File: src/rtl/i2c_slave_responder_pkg.sv
// ============================================================================
// Module   : i2c_slave_responder_pkg
// Brief    : Shared states and bus constants for the I2C responder.
// Revision : 1.0 - initial release
// ============================================================================
`default_nettype none

package i2c_slave_responder_pkg;

  typedef enum logic [3:0] {
    ST_IDLE      = 4'd0,
    ST_ADDR      = 4'd1,
    ST_ADDR_ACK  = 4'd2,
    ST_PTR       = 4'd3,
    ST_WR_BYTE   = 4'd4,
    ST_WR_ACK    = 4'd5,
    ST_RD_BYTE   = 4'd6,
    ST_RD_ACK    = 4'd7,
    ST_WAIT_STOP = 4'd8
  } state_e;

  localparam logic ACK      = 1'b0;
  localparam logic NACK     = 1'b1;
  localparam logic RW_WRITE = 1'b0;
  localparam logic RW_READ  = 1'b1;

  // Bit-counter landmarks: 8 = data done / drive ACK, 9 = ACK clock seen.
  localparam logic [3:0] BIT_LAST      = 4'd7;
  localparam logic [3:0] BIT_ACK_DRIVE = 4'd8;
  localparam logic [3:0] BIT_ACK_DONE  = 4'd9;

endpackage

`default_nettype wire

File: src/rtl/i2c_slave_responder_sync_edge.sv
// ============================================================================
// Module   : i2c_sync_edge
// Brief    : Two-flop synchroniser plus history flop with edge outputs.
// Revision : 1.0 - initial release
// ============================================================================
`default_nettype none

module i2c_sync_edge #(
  parameter logic RESET_VAL = 1'b1
) (
  input  logic clk,
  input  logic rst,
  input  logic line_in,
  output logic level_out,
  output logic rise_out,
  output logic fall_out
);

  // [0] metastable stage, [1] synchronised level, [2] history
  logic [2:0] pipe_q;
  logic [2:0] pipe_d;

  always_comb begin
    pipe_d = {pipe_q[1:0], line_in};
  end

  always_ff @(posedge clk or posedge rst) begin
    if (rst) begin
      pipe_q <= {3{RESET_VAL}};
    end else begin
      pipe_q <= pipe_d;
    end
  end

  assign level_out = pipe_q[1];
  assign rise_out  = pipe_q[1] & ~pipe_q[2];
  assign fall_out  = ~pipe_q[1] & pipe_q[2];

endmodule

`default_nettype wire

File: src/rtl/i2c_slave_responder.sv
// ============================================================================
// Module   : i2c_slave_responder
// Brief    : I2C target with pointer-based register bank and write strobes.
// Revision : 1.0 - initial release
// ============================================================================
`default_nettype none

module i2c_slave_responder
  import i2c_slave_responder_pkg::*;
#(
  parameter logic [6:0] SLAVE_ADDR = 7'h50,
  parameter int         REG_ADDR   = 4
) (
  input  logic                i2c_clock_in,
  input  logic                i2c_reset_in,
  input  logic                scl_in,
  input  logic                sda_in,
  output logic                sda_oe_out,
  output logic                wr_strobe_out,
  output logic [REG_ADDR-1:0] wr_addr_out,
  output logic [7:0]          wr_data_out,
  output logic                busy_out,
  input  logic [REG_ADDR-1:0] reg_rd_addr_in,
  output logic [7:0]          reg_rd_data_out
);

  localparam int                DEPTH   = 1 << REG_ADDR;
  localparam logic [REG_ADDR-1:0] PTR_ONE = REG_ADDR'(1);

  logic w_scl_level, w_scl_rise, w_scl_fall;
  logic w_sda_level, w_sda_rise, w_sda_fall;
  logic w_start, w_stop;
  logic [7:0] w_byte;
  logic [REG_ADDR-1:0] w_ptr_inc;

  state_e              state_q, state_d;
  logic [3:0]          cnt_q, cnt_d;
  logic [7:0]          shift_q, shift_d;
  logic [REG_ADDR-1:0] ptr_q, ptr_d;
  logic                rw_q, rw_d;
  logic                oe_q, oe_d;
  logic                busy_q, busy_d;
  logic                strobe_q, strobe_d;
  logic [REG_ADDR-1:0] wr_addr_q, wr_addr_d;
  logic [7:0]          wr_data_q, wr_data_d;
  logic [7:0]          bank_q [DEPTH];
  logic [7:0]          bank_d [DEPTH];

  i2c_sync_edge u_scl_sync (
    .clk       (i2c_clock_in),
    .rst       (i2c_reset_in),
    .line_in   (scl_in),
    .level_out (w_scl_level),
    .rise_out  (w_scl_rise),
    .fall_out  (w_scl_fall)
  );

  i2c_sync_edge u_sda_sync (
    .clk       (i2c_clock_in),
    .rst       (i2c_reset_in),
    .line_in   (sda_in),
    .level_out (w_sda_level),
    .rise_out  (w_sda_rise),
    .fall_out  (w_sda_fall)
  );

  assign w_start   = w_sda_fall & w_scl_level;
  assign w_stop    = w_sda_rise & w_scl_level;
  assign w_byte    = {shift_q[6:0], w_sda_level};
  assign w_ptr_inc = ptr_q + PTR_ONE;

  always_comb begin
    state_d   = state_q;
    cnt_d     = cnt_q;
    shift_d   = shift_q;
    ptr_d     = ptr_q;
    rw_d      = rw_q;
    oe_d      = oe_q;
    busy_d    = busy_q;
    strobe_d  = 1'b0;
    wr_addr_d = wr_addr_q;
    wr_data_d = wr_data_q;
    bank_d    = bank_q;

    if (w_start) begin
      state_d = ST_ADDR;
      cnt_d   = 4'd0;
      oe_d    = 1'b0;
    end else if (w_stop) begin
      state_d = ST_IDLE;
      cnt_d   = 4'd0;
      oe_d    = 1'b0;
      busy_d  = 1'b0;
    end else if (w_scl_rise) begin
      case (state_q)
        ST_ADDR, ST_PTR, ST_WR_BYTE: begin
          shift_d = w_byte;
          cnt_d   = cnt_q + 4'd1;
          if (cnt_q == BIT_LAST) begin
            case (state_q)
              ST_ADDR: begin
                if (w_byte[7:1] == SLAVE_ADDR) begin
                  state_d = ST_ADDR_ACK;
                  busy_d  = 1'b1;
                  rw_d    = w_byte[0];
                end else begin
                  state_d = ST_WAIT_STOP;
                  busy_d  = 1'b0;
                end
              end
              ST_PTR: begin
                ptr_d   = w_byte[REG_ADDR-1:0];
                state_d = ST_WR_ACK;
              end
              default: begin
                bank_d[ptr_q] = w_byte;
                ptr_d         = w_ptr_inc;
                strobe_d      = 1'b1;
                wr_addr_d     = ptr_q;
                wr_data_d     = w_byte;
                state_d       = ST_WR_ACK;
              end
            endcase
          end
        end
        ST_ADDR_ACK, ST_WR_ACK, ST_RD_BYTE: cnt_d = cnt_q + 4'd1;
        ST_RD_ACK: begin
          case (w_sda_level)
            ACK: begin
              ptr_d   = w_ptr_inc;
              shift_d = bank_q[w_ptr_inc];
              state_d = ST_RD_BYTE;
              // Marks "first bit not yet driven" for the coming SCL fall.
              cnt_d   = BIT_ACK_DONE;
            end
            NACK: begin
              state_d = ST_WAIT_STOP;
              busy_d  = 1'b0;
            end
          endcase
        end
        default: ;
      endcase
    end else if (w_scl_fall) begin
      case (state_q)
        ST_ADDR_ACK, ST_WR_ACK: begin
          if (cnt_q == BIT_ACK_DRIVE) begin
            oe_d = 1'b1;
          end else if (cnt_q == BIT_ACK_DONE) begin
            oe_d  = 1'b0;
            cnt_d = 4'd0;
            if (state_q == ST_WR_ACK) begin
              state_d = ST_WR_BYTE;
            end else begin
              case (rw_q)
                RW_WRITE: state_d = ST_PTR;
                RW_READ: begin
                  shift_d = bank_q[ptr_q];
                  oe_d    = ~bank_q[ptr_q][7];
                  state_d = ST_RD_BYTE;
                end
              endcase
            end
          end
        end
        ST_RD_BYTE: begin
          if (cnt_q == BIT_ACK_DRIVE) begin
            oe_d    = 1'b0;
            state_d = ST_RD_ACK;
          end else if (cnt_q == BIT_ACK_DONE) begin
            oe_d  = ~shift_q[7];
            cnt_d = 4'd0;
          end else begin
            shift_d = {shift_q[6:0], 1'b0};
            oe_d    = ~shift_q[6];
          end
        end
        default: ;
      endcase
    end
  end

  always_ff @(posedge i2c_clock_in or posedge i2c_reset_in) begin
    if (i2c_reset_in) begin
      state_q   <= ST_IDLE;
      cnt_q     <= 4'd0;
      shift_q   <= 8'd0;
      ptr_q     <= '0;
      rw_q      <= RW_WRITE;
      oe_q      <= 1'b0;
      busy_q    <= 1'b0;
      strobe_q  <= 1'b0;
      wr_addr_q <= '0;
      wr_data_q <= 8'd0;
      bank_q    <= '{default: 8'd0};
    end else begin
      state_q   <= state_d;
      cnt_q     <= cnt_d;
      shift_q   <= shift_d;
      ptr_q     <= ptr_d;
      rw_q      <= rw_d;
      oe_q      <= oe_d;
      busy_q    <= busy_d;
      strobe_q  <= strobe_d;
      wr_addr_q <= wr_addr_d;
      wr_data_q <= wr_data_d;
      bank_q    <= bank_d;
    end
  end

  assign sda_oe_out      = oe_q;
  assign wr_strobe_out   = strobe_q;
  assign wr_addr_out     = wr_addr_q;
  assign wr_data_out     = wr_data_q;
  assign busy_out        = busy_q;
  assign reg_rd_data_out = bank_q[reg_rd_addr_in];

endmodule

`default_nettype wire

File: config.mk
export PLATFORM = sky130hd
export DESIGN_NAME = i2c_slave_responder
export DESIGN_NICKNAME = d
export VERILOG_FILES = /design/src/rtl/i2c_slave_responder_pkg.sv /design/src/rtl/i2c_slave_responder_sync_edge.sv /design/src/rtl/i2c_slave_responder.sv
export SDC_FILE = /design/constraint.sdc
export NUM_CORES = 1
export LEC_CHECK = 0
export BUFFER_PORTS_ARGS = -buffer_cell sky130_fd_sc_hd__buf_2
export CORE_MARGIN = 2
export CORE_UTILIZATION = 45
export DETAILED_ROUTE_END_ITERATION = 6
export SLEW_MARGIN = 25
export SYNTH_ARGS = -nofsm -noshare
export SYNTH_HDL_FRONTEND = slang
export SYNTH_SLANG_ARGS = --single-unit
File: constraint.sdc
create_clock -name i2c_clock_in -period 18.15 [get_ports i2c_clock_in]
set_clock_uncertainty 0.05 [all_clocks]
set_input_delay 4.5375 -clock i2c_clock_in [delete_from_list [all_inputs] [get_ports i2c_clock_in]]
set_output_delay 4.5375 -clock i2c_clock_in [all_outputs]
set_load 0.01 [all_outputs]
# Word level (Yosys, flattened, before mapping)

Index checks and enable logic that the tools add are counted.

Flip-flop bits (word level): 170
Bits of input ports: 8
Output and inout port bits: 23
Word-level logic and storage cells: 189

$add $sub $neg: 2
$lt $le $gt $ge: 4
Equal/unequal tests: 35
Mux-type cells: 75
Bitwise logic cells: 20
Reductions and logical operators: 25

Operators by type and width:

| cell                                                     | number |
|---|---|
| bitwise mux 128 bit                                      | 1 |
| 2-to-1 mux 8 bit                                         | 16 |
| binary-select mux 8 bit (select 4 bit)                   | 3 |
| 2-to-1 mux 4 bit                                         | 21 |
| one-hot mux 4 bit (2 select lines)                       | 7 |
| demux 8 bit (select 4 bit)                               | 1 |
| one-hot mux 8 bit (2 select lines)                       | 2 |
| inequality test 5 bit, second input constant             | 5 |
| 2-to-1 mux 1 bit                                         | 22 |
| inequality test 3 x 2 -> 1 bit, second input constant    | 7 |
| AND reduction 7 bit                                      | 3 |
| equality test 4 x 3 -> 1 bit, second input constant      | 5 |
| AND reduction 6 bit                                      | 3 |
| nonzero test 4 bit                                       | 4 |
| greater-or-equal comparator 5 bit, second input constant | 3 |
| inequality test 3 bit, second input constant             | 5 |
| inequality test 5 x 4 -> 1 bit, second input constant    | 3 |
| NOT 4 -> 5 bit                                           | 3 |
| AND reduction 12 bit                                     | 1 |
| NOT 1 bit                                                | 11 |
| nonzero test 3 bit                                       | 3 |
| adder 4 x 1 -> 4 bit, second input constant              | 2 |
| equality test 4 x 2 -> 1 bit, second input constant      | 2 |
| equality test 4 bit, second input constant               | 2 |
| other kinds (14)                                         | 26 |

# Depth between registers and ports, before layout

Depth after elaboration: 14
Depth in mapped cells: 12
Depth with buffers taken out: 7

# Modules after synthesis

A second synthesis with hierarchy kept.

Cell total of the unflattened synthesis: 801
Area total of the unflattened synthesis: 10652.7 µm²

Modules (own cells, without submodules):

| module              | instances | cells each | area each (µm²) | seq. area each (µm²) |
|---|---|---|---|---|
| i2c_slave_responder | 1         | 789        | 10457.5         | 4103.9 |
| i2c_sync_edge       | 2         | 6          | 97.6            | 78.8 |

# Worst setup path before layout

OpenSTA, ideal clock, no wires.

Path type: input to output
From: in reg_rd_addr_in[0]
To: out reg_rd_data_out[0]
Arrival time: 6355 ps
Required time: 13563 ps
Setup slack: 7207 ps
Stages: 4
Path buffers: 2
Cells stage by stage: clkbuf_1 -> buf_1 -> mux4_2 -> mux4_2

Longest elaborated chain between the ends: 4

RTL lines:

| what                                                | RTL line                   | text |
|---|---|---|
| start: declaration                                  | i2c_slave_responder.sv:23  | `input logic [REG_ADDR-1:0] reg_rd_addr_in,` |
| NOT 4 -> 5 bit (implied by the code)                | i2c_slave_responder.sv:216 | `assign reg_rd_data_out = bank_q[reg_rd_addr_in];` |
| binary-select mux 8 bit (select 4 bit)              | i2c_slave_responder.sv:216 |  |
| 2-to-1 mux 8 bit (implied by the code) (2 in a row) | i2c_slave_responder.sv:216 |  |
| end: declaration                                    | i2c_slave_responder.sv:24  | `output logic [7:0] reg_rd_data_out` |

Every way passes these cells. The select of a mux whose other input is x is not followed.

# Worst setup path after layout

From: in reg_rd_addr_in[1]
To: out reg_rd_data_out[6]

Same word-level chain as after synthesis.

==> qor.csv <==
metric,value,unit
pwr-share-seq,38.4,%
start_util,45.56,%
grt_max_degree,91,
cap_violations,0,
setup_slack,7075,ps
first_pass_iters,5,
drv_slew,0,
slew_headroom,27.90,%
setup_violations,0,
grt_pass1_vias,7683,
nets,821,
diodes,0,
clockRootBuffer,clkbuf_16,
synth_warnings,0,
hold_class,reg2reg,
tritoncts,yes,
coreArea,23260,sq um
crit_chain,buf_2 -> mux4_2 -> mux4_2 -> buf_2,
clock_path_buffers,2,
ys_dominant_reg_cell,dfrtp_1,
powerDensity,106.8,nW/um^2
worstPathRequired,13560,ps
synth.avg_cell_area,13.04,sq um
clock-sinks,170,
p_switching,0.4777,mW
post-route-util,49.73,%
synth_edf_count,0,
startpoint_type,primary input,
hold_viol,0,
cts_hold_buf,0,
htreeDepth,4,
rsz0062_at_grt,false,
ir_worst_vdd,0.00009198,V
synth_common_cells,"dfrtp_1 (164), mux2_2 (148), mux4_2 (94)",
synth_area_leaders,"dfrtp_1 (39%), mux4_2 (20%), mux2_2 (16%)",
vias,7528,
netlist_instances,813,
critPathArrivalTime,6490,ps
crit_type,in2out,
routedWlPerCell,26.35,um
syn_area,10600,sq um
yosysSeqAreaShare,40.21,%
gp_congestion,0.8853,
period_minus_slack,11080,ps
p_total,1.236,mW
die_x,157.5,um
clk_latency,440,ps
synth.most_common_cell,dfrtp_1,
synth_fp_nets,830,
tightest_slew,1077,ps
syn2layout_area_growth,9.149,%
synthArstFlopShare,100.0,%
drtAntennaViolNets,0,
synth_top_area_cell,dfrtp_1,
tns,0,ps
cts_made_buffers,17,
antenna_found_initial,0,
ys_types,71,
swShare,38.64,%
postCtsSetupBuffers,0,
fp.dieH,157.5,um
p_leak,5.063,nW
p_clk_share,30.4,%
fin_crit_sh,61.02,%
io_buffers,30,
grt_pass1_wl,46620,um
path_clk_slew,70,ps
drive_gt1_share,42.84,%
die_area,24800,sq um
post_cts_resized,0,
end_kind,output pin,
synth_top_area_share,38.72,%
dp_slack,7076,ps
grt-ovfl-total,0,
grt.total_usage,25.37,%
hpwlAfterDp,18780,um
ioPinCount,31,
max_stage_delay,680,ps
wirelength,29930,um
crit_slowest_cell,buf_2,
viasPerCell,6.627,
crit_fanout,32,
drc,0,
ys_ff_latch,170,
fp-row-count,56,
drt_iter0_drc,624,
comb_power_share,31.2,%
outcome,completed,
p_int,0.7584,mW
fmax,90.29,MHz
## sequential cells by signal (all words and copies together), names as in the netlist
name               count
sda_oe_out             1
wr_addr_out            4
u_scl_sync.pipe_q      3
busy_out               1
shift_q                8
wr_data_out            8
cnt_q                  4
state_q                4
u_sda_sync.pipe_q      3
rw_q                   1
bank_q               128
ptr_q                  4
wr_strobe_out          1
## cells in the final DEF, fill, tap and decap left out, types with 9 or more instances in the layout
cell type	n
nor2b_1	11
mux2_2	148
nor2_1	18
buf_4	13
a21oi_1	19
nand3_1	12
nor3_1	19
clkbuf_16	17
inv_1	11
o21ai_0	14
a22oi_1	9
mux4_2	94
a211oi_1	10
dfrtp_1	162
buf_2	30
mux2i_1	32
nand2_1	33
## power by group through the flow
stage          sequential, mW  combinational (mW)  clock (mW)
2_1_floorplan           0.419               0.342           0
3_3_place_gp            0.478               0.373           0
3_5_place_dp            0.481               0.380           0
4_1_cts                 0.473               0.382       0.381
5_1_grt                 0.484               0.417       0.396
6_report                0.475               0.385       0.376
## cell type report
type                            instances  area [sq um]
Multi-Input combinational cell        558          6003
Clock buffer                           18         429.2
Timing Repair Buffer                   44         259.0
Sequential cell                       170          4264
Clock inverter                         14         160.2
Fill cell                            2039         11690
Tap cell                              319         399.1
Inverter                               13         53.80
## path summary, 6_finish.rpt
check / slack, ps / endpoint / depth (start not counted) / startpoint
worst max-delay path: 7070 / reg_rd_data_out[6] / 4 / reg_rd_addr_in[1]
worst min-delay path: 310 / u_scl_sync.pipe_q[1] / 0 / u_scl_sync.pipe_q[0]
worst max register to register: 14170 / shift_q[4] / 9 / ptr_q[1]
worst min register to register: 310 / u_scl_sync.pipe_q[1] / 0 / u_scl_sync.pipe_q[0]
max in group asynchronous: 12560 / bank_q[85] / 3 / i2c_reset_in
min in group asynchronous: 4230 / wr_addr_out[3] / 2 / i2c_reset_in
## metal layers
layer / GRT usage [%] / vias up / wire [um] / part of all wire (%)
met3: 4.818 / 59 / 2027 / 6.8
met1: 35.26 / 3995 / 12820 / 43
li1: - / 3159 / - / -
met2: 39.88 / 315 / 14220 / 48
met5: 0 / - / 0 / 0
met4: 9.307 / 0 / 861 / 2.9
## kinds of logic after synthesis
kind of cell,share of synthesized area [%]
buffers and inverters,3.246
and+or+nand+nor,8.677
DFF,40.21
muxes,39.36
xor gates and xnor gates,0.4132
AOI/OAI and AO/OA,7.036
adders and majority gates,1.062
## worst max-delay path, delay by kind of cell
| kind | cells | cell delay [ps] |
|---|---|---|
| mux | 2 | 1100 |
| buf+inv | 2 | 840 |
## stage by stage
stage | instance area, sq um | std cells | hold slack, ps
after floorplan | 10600 | 813 | 295.2
after global placement | 10980 | 1104 | 298.6
after detailed placement | 10980 | 1104 | 297.3
after CTS | 11560 | 1136 | 310.6
after global routing | 11570 | 1136 | 312.0
final | 11570 | 1136 | 308.0
No activity file was read; power rests on OpenSTA's default activity.
